==> config.mk <==
export PLATFORM = sky130hd
export DESIGN_NAME = button_event_arbiter
export DESIGN_NICKNAME = d
export VERILOG_FILES = /design/src/rtl/btn_pkg.sv /design/src/rtl/btn_channel.sv /design/src/rtl/button_event_arbiter.sv
export SDC_FILE = /design/constraint.sdc
export NUM_CORES = 1
export LEC_CHECK = 0
export BUFFER_PORTS_ARGS = -buffer_cell sky130_fd_sc_hd__clkbuf_2
export CORE_ASPECT_RATIO = 2
export CORE_MARGIN = 4
export CORE_UTILIZATION = 50
export DETAILED_ROUTE_END_ITERATION = 10
export PLACE_DENSITY_LB_ADDON = 0.12
export SYNTH_ARGS = -nofsm -noshare
export SYNTH_HDL_FRONTEND = slang
export SYNTH_SLANG_ARGS = --single-unit
==> constraint.sdc <==
create_clock -name clk -period 12.8 [get_ports clk]
set_input_delay 0.64 -clock clk [delete_from_list [all_inputs] [get_ports clk]]
set_output_delay 0.64 -clock clk [all_outputs]
set_load 0.005 [all_outputs]
==> src/rtl/btn_pkg.sv <==
// Shared defaults, the output-slot state type and the id-width helper for
// the button event arbiter.
package btn_pkg;

  localparam int N_BTN_DEF      = 4;
  localparam int DEB_CYCLES_DEF = 16;
  localparam int DROP_W_DEF     = 8;

  typedef enum logic {
    S_IDLE = 1'b0,
    S_HOLD = 1'b1
  } slot_e;

  // Number of bits needed to hold a channel index 0..n-1 (minimum 1).
  function automatic int id_width(input int n);
    int w;
    w = 1;
    while ((1 << w) < n) begin
      w = w + 1;
    end
    return w;
  endfunction

endpackage

==> src/rtl/btn_channel.sv <==
// One button channel: two-flop synchronizer, optional debounce counter
// (enabled by the macro BTN_DEBOUNCE_EN) and a rising-edge detector that
// emits a single-cycle press pulse.
module btn_channel
  import btn_pkg::*;
`ifdef BTN_DEBOUNCE_EN
#(
  parameter int DEB_CYCLES = DEB_CYCLES_DEF
)
`endif
(
  input  logic clk_i,
  input  logic rst_ni,
  input  logic btn_i,
  output logic press_o
);

  logic sync1_q;
  logic sync2_q;
  logic level;
  logic prev_q;

  // Two-flop synchronizer for the raw asynchronous button level.
  always_ff @(posedge clk_i or negedge rst_ni) begin
    if (!rst_ni) begin
      sync1_q <= 1'b0;
      sync2_q <= 1'b0;
    end else begin
      sync1_q <= btn_i;
      sync2_q <= sync1_q;
    end
  end

`ifdef BTN_DEBOUNCE_EN
  localparam int CNT_W = $clog2(DEB_CYCLES + 1);

  logic [CNT_W-1:0] cnt_q;
  logic [CNT_W-1:0] cnt_d;
  logic             deb_q;
  logic             deb_d;

  // Count consecutive cycles of disagreement; any bounce restarts the count.
  always_comb begin
    cnt_d = '0;
    deb_d = deb_q;
    if (sync2_q != deb_q) begin
      if (cnt_q == CNT_W'(DEB_CYCLES - 1)) begin
        deb_d = sync2_q;
      end else begin
        cnt_d = cnt_q + 1'b1;
      end
    end
  end

  // Debounce counter and filtered level registers.
  always_ff @(posedge clk_i or negedge rst_ni) begin
    if (!rst_ni) begin
      cnt_q <= '0;
      deb_q <= 1'b0;
    end else begin
      cnt_q <= cnt_d;
      deb_q <= deb_d;
    end
  end

  assign level = deb_q;
`else
  assign level = sync2_q;
`endif

  // Edge history: the filtered level delayed by one cycle.
  always_ff @(posedge clk_i or negedge rst_ni) begin
    if (!rst_ni) begin
      prev_q <= 1'b0;
    end else begin
      prev_q <= level;
    end
  end

  // Only press (rising) edges matter; releases are ignored.
  assign press_o = level & ~prev_q;

endmodule

==> src/rtl/button_event_arbiter.sv <==
// Button event arbiter: turns N raw button lines into one ordered stream of
// press events on a valid/ready interface, round-robin between channels.
// Optional debounce filtering is enabled by defining BTN_DEBOUNCE_EN.
module button_event_arbiter
  import btn_pkg::*;
#(
  parameter int N_BTN      = N_BTN_DEF,
  parameter int ID_W       = id_width(N_BTN),
  parameter int DEB_CYCLES = DEB_CYCLES_DEF,
  parameter int DROP_W     = DROP_W_DEF
) (
  input  logic              clk,
  input  logic              rst_n,
  input  logic [N_BTN-1:0]  btn_in,
  output logic              evt_valid,
  input  logic              evt_ready,
  output logic [ID_W-1:0]   evt_id,
  output logic [N_BTN-1:0]  pending,
  output logic [DROP_W-1:0] drop_cnt,
  input  logic              clr_drop
);

  if (N_BTN < 2 || N_BTN > 16 || ID_W != id_width(N_BTN) || DEB_CYCLES < 1) begin : g_param_chk
    $error("button_event_arbiter: illegal parameter combination");
  end

  logic [N_BTN-1:0]  press;
  logic [N_BTN-1:0]  pending_q, pending_d;
  logic [ID_W-1:0]   rr_q, rr_d;
  logic [ID_W-1:0]   id_q, id_d;
  logic [DROP_W-1:0] drop_q, drop_d;
  slot_e             state_q, state_d;

  logic              win_found;
  logic [ID_W-1:0]   win_idx;
  logic [ID_W-1:0]   win_next;
  logic              grant;
  logic [N_BTN-1:0]  gnt_vec;
  logic [N_BTN-1:0]  keep_vec;
  logic [N_BTN-1:0]  drop_vec;

  function automatic logic [DROP_W-1:0] sat_inc(input logic [DROP_W-1:0] v);
    return (&v) ? v : v + 1'b1;
  endfunction

  for (genvar g = 0; g < N_BTN; g++) begin : g_ch
`ifdef BTN_DEBOUNCE_EN
    btn_channel #(
      .DEB_CYCLES(DEB_CYCLES)
    ) u_ch (
      .clk_i  (clk),
      .rst_ni (rst_n),
      .btn_i  (btn_in[g]),
      .press_o(press[g])
    );
`else
    btn_channel u_ch (
      .clk_i  (clk),
      .rst_ni (rst_n),
      .btn_i  (btn_in[g]),
      .press_o(press[g])
    );
`endif
  end

  // Round-robin search: first pending bit at or above rr_q, then wrap to 0.
  always_comb begin
    win_found = 1'b0;
    win_idx   = '0;
    for (int i = 0; i < N_BTN; i++) begin
      if (!win_found && pending_q[i] && (i >= int'(rr_q))) begin
        win_found = 1'b1;
        win_idx   = ID_W'(i);
      end
    end
    for (int i = 0; i < N_BTN; i++) begin
      if (!win_found && pending_q[i] && (i < int'(rr_q))) begin
        win_found = 1'b1;
        win_idx   = ID_W'(i);
      end
    end
    win_next = (int'(win_idx) == N_BTN - 1) ? '0 : win_idx + 1'b1;
  end

  // Output-slot FSM: load a winner when the slot is empty or being accepted.
  always_comb begin
    state_d = state_q;
    id_d    = id_q;
    rr_d    = rr_q;
    grant   = 1'b0;
    case (state_q)
      S_IDLE: begin
        if (win_found) begin
          grant   = 1'b1;
          state_d = S_HOLD;
        end
      end
      S_HOLD: begin
        if (evt_ready) begin
          if (win_found) begin
            grant = 1'b1;
          end else begin
            state_d = S_IDLE;
          end
        end
      end
      default: state_d = S_IDLE;
    endcase
    if (grant) begin
      id_d = win_idx;
      rr_d = win_next;
    end
  end

  // Pending flags and drop counting; a press on the granted channel re-pends.
  always_comb begin
    gnt_vec = '0;
    if (grant) begin
      gnt_vec[win_idx] = 1'b1;
    end
    keep_vec  = pending_q & ~gnt_vec;
    pending_d = keep_vec | press;
    drop_vec  = keep_vec & press;
    drop_d    = drop_q;
    for (int i = 0; i < N_BTN; i++) begin
      if (drop_vec[i]) begin
        drop_d = sat_inc(drop_d);
      end
    end
    if (clr_drop) begin
      drop_d = '0;
    end
  end

  // State registers; reset discards the presented event and all pending ones.
  always_ff @(posedge clk or negedge rst_n) begin
    if (!rst_n) begin
      state_q   <= S_IDLE;
      id_q      <= '0;
      rr_q      <= '0;
      pending_q <= '0;
      drop_q    <= '0;
    end else begin
      state_q   <= state_d;
      id_q      <= id_d;
      rr_q      <= rr_d;
      pending_q <= pending_d;
      drop_q    <= drop_d;
    end
  end

  assign evt_valid = (state_q == S_HOLD);
  assign evt_id    = id_q;
  assign pending   = pending_q;
  assign drop_cnt  = drop_q;

endmodule

==> impl_metrics.env <==
export IMPL_gp_congestion=0.869
export IMPL_ys_seq_area_share_pct=29.6
export IMPL_hpwlAfterDp_um=5230
export IMPL_fp_dieArea_um2=6160
export IMPL_grt_max_degree=30
export IMPL_utilization_pct=58.2
export IMPL_p_leak_nw=1.10
export IMPL_start_util_pct=52.4
export IMPL_slowest_delay_ns=0.48
export IMPL_die_width_um=57.5
export IMPL_hold_ws_ns=0.349
export IMPL_rrSetupSlack_ns=6.65
export IMPL_start_kind="register"
export IMPL_crit_end="drop_cnt[3]"
export IMPL_boundaryPins=23
export IMPL_r2r_cells=26
export IMPL_cp_arrival_ns=6.34
export IMPL_crit_buf_inv=4
export IMPL_nets=312
export IMPL_r2r_start="pending[0]"
export IMPL_fin_worst_skew_ns=0.00422
export IMPL_slew_viol_final=0
export IMPL_core_area_um2=4690
export IMPL_die_y_um=107
export IMPL_fin_ws_ns=6.65
export IMPL_n_antenna_cell=0
export IMPL_cts_buffer_depth=2
export IMPL_worst_slew_pin_slew_ns=0.828
export IMPL_drt_total_wl_um=6420
export IMPL_finalHoldViolCount=0
export IMPL_powerDensity_nw_per_um2=151
export IMPL_holdBufCountCts=0
export IMPL_critPathCaptureType="register"
export IMPL_synth_seq_cells=29
export IMPL_clkLatencyLatePin_ns=0.28
export IMPL_grt_setup_unrepaired="false"
export IMPL_cts_buffers=5
export IMPL_detail_route_antenna_nets=0
export IMPL_required_ns=12.99
export IMPL_syn_area_um2=2450
export IMPL_clkTransAtPathRegs_ns=0.06
export IMPL_post_cts_buffers=0
export IMPL_r2r_end="drop_cnt[3]"
export IMPL_cts_max_level=2
export IMPL_num_vias=2186
export IMPL_syn_avg_cell_area_um2=9.02
export IMPL_cap_violations=0
export IMPL_min_path_type="reg -> reg"
export IMPL_viasPerCell=6.21
export IMPL_fin_setup_tns_ns=0
export IMPL_place_ws_ns=6.70
export IMPL_cp_max_fo=9
export IMPL_synth_cells=272
export IMPL_antenna_found_initial=0
export IMPL_synth_top_flop_cell="dfrtp_1"
export IMPL_grt_pass1_wl_um=10700
export IMPL_critPathTopFamily="simple AND/OR/NAND/NOR gates"
export IMPL_synth_nets=288
export IMPL_final_min_clock_period_ns=6.15
export IMPL_yosysUniqueCellTypes=69
export IMPL_grtUsageTotal_pct=22.4
export IMPL_synthArstFlopShare_pct=100
export IMPL_crit_start="pending[0]"
export IMPL_worstSetupPathDepth=26
export IMPL_synth_edf_count=0
export IMPL_layout_drive_gt1_share_pct=21.2
export IMPL_drc=0
export IMPL_fin_crit_sh_pct=48.0
export IMPL_ctsRootBufferMaster="clkbuf_8"
export IMPL_yosysWarnings=0
export IMPL_finalSetupViolCount=0
export IMPL_core_rowCount=35
export IMPL_first_global_vias=2252
export IMPL_vdd_drop_max_v=0.0000876
export IMPL_relSlewSlack_pct=44.7
export IMPL_fmax_mhz=163
export IMPL_drt_iter0_markers=76
export IMPL_numClockSinks=29
export IMPL_wl_per_cell_um=18.2
export IMPL_grt_ovfl_total=0
export IMPL_drtPass1Iterations=4
export IMPL_critPathKind="reg -> reg"
export IMPL_design_power_total_w=0.000411
export IMPL_syn_to_final_growth_pct=11.2
export IMPL_cts_tree="built"
export IMPL_crit_path_top_delay_cell="dfrtp_1"
export IMPL_status="finished clean"
export IMPL_portBuffers=22
export IMPL_ctsResizeCount=0
-- registers in the layout (all words and copies together) (netlist names) --
| signal | flops |
|---|---|
| drop_cnt | 8 |
| evt_id | 2 |
| evt_valid | 1 |
| g_ch.u_ch.level | 4 |
| g_ch.u_ch.prev_q | 4 |
| g_ch.u_ch.sync1_q | 4 |
| pending | 4 |
| rr_q | 2 |
-- metrics by stage --
step           cell area [um2]  std cells
6_report                  2730        352
2_1_floorplan             2450        272
3_3_place_gp              2610        344
4_1_cts                   2730        352
3_5_place_dp              2610        344
5_1_grt                   2730        352
-- area by class of cell --
class	instances	area [um2]
repair buffers	22	110
inverters	16	60.1
well taps	55	68.8
clock inverters	2	37.5
fillers	437	1960
multi-input cells	222	1640
clock buffers	6	82.6
flip-flops and latches	29	726
-- placed cells by master (no fill, tap or decap), drive strengths merged, types with 2 or more instances in the layout --
cell type / instances
o41ai: 2
a31oi: 4
dfrtp: 29
a221oi: 2
nand2: 33
nand4b: 3
ha: 8
xor2: 4
nand4: 8
or3: 2
nand2b: 6
nor3: 4
mux2: 4
nand3: 10
o32ai: 2
nor4b: 3
a21oi: 21
clkbuf: 28
or2: 4
xnor2: 4
mux2i: 10
a211o: 3
a21o: 2
and3: 7
o21ai: 11
o211ai: 3
inv: 16
nor2: 18
nand3b: 5
o21a: 3
and2: 10
or4: 2
nor4: 2
a311oi: 3
a211oi: 8
-- power breakdown --
part,switching [W],internal [W],leakage (nW)
logic,0.000108,0.0000724,0.695
clock network,0.0000342,0.0000632,0.0574
registers,0.0000234,0.000109,0.346
-- worst reg2reg max path, cell delays in order, from the launching register on --
cell	delay, ns
dfrtp_1	0.48
nor3b_1	0.19
a211oi_1	0.46
inv_1	0.13
ha_1	0.32
a21oi_2	0.24
nand2_1	0.13
xor2_1	0.21
inv_1	0.09
ha_1	0.22
nand3b_1	0.08
nand4bb_1	0.24
or2_1	0.29
a211oi_2	0.33
ha_1	0.33
inv_1	0.10
a21oi_1	0.18
and2_1	0.20
nand2_1	0.12
o21a_4	0.26
xor2_1	0.22
ha_1	0.21
inv_1	0.07
a311oi_4	0.28
nand4_2	0.24
and3_1	0.26
nor3_2	0.18
-- how the worst min path moves through the flow --
stage / startpoint / end / slack, ns / depth (start not counted)
2_1_floorplan: g_ch[0].u_ch.sync1_q / g_ch[0].u_ch.level / 0.33 / 0
3_3_place_gp: g_ch[0].u_ch.sync1_q / g_ch[0].u_ch.level / 0.33 / 0
3_5_place_dp: g_ch[3].u_ch.sync1_q / g_ch[3].u_ch.level / 0.34 / 0
4_1_cts: g_ch[3].u_ch.sync1_q / g_ch[3].u_ch.level / 0.35 / 0
5_1_grt: g_ch[3].u_ch.sync1_q / g_ch[3].u_ch.level / 0.35 / 0
6_report: g_ch[3].u_ch.sync1_q / g_ch[3].u_ch.level / 0.35 / 0
-- cell usage after synthesis, types with 6 or more instances --
library cell,n,area share [%]
nand2_1,32,4.9
dfrtp_1,29,30
a21oi_1,19,3.9
nor2_1,18,2.8
inv_1,16,2.4
and2_1,10,2.5
mux2i_1,9,3.7
nand3_1,9,1.8
ha_1,8,4.1
o21ai_0,8,1.6
and3_1,7,1.8
nand4_1,6,1.5
-- kinds of logic (layout without fill, tap and decap cells) --
family	count (synthesis)	after routing	share of synthesized area, %
AO/OA/AOI/OAI	72	72	23.7
XOR/XNOR	8	8	3.93
adder cells (fa/ha/maj)	8	8	4.08
buffers and inverters	21	46	3.42
flip-flops	29	29	29.6
multiplexers	14	14	6.07
AND/OR/NAND/NOR	120	120	29.3
-- per-layer routing --
layer  GRT usage, %  vias up  wire length (um)
li1               -     1053                 -
met1           21.6     1048              2250
met2           42.8       63              3660
met3           1.45       22               186
met4           15.1        0               324
met5              0        -                 0
Note: power is estimated with default switching activity, not from simulation.
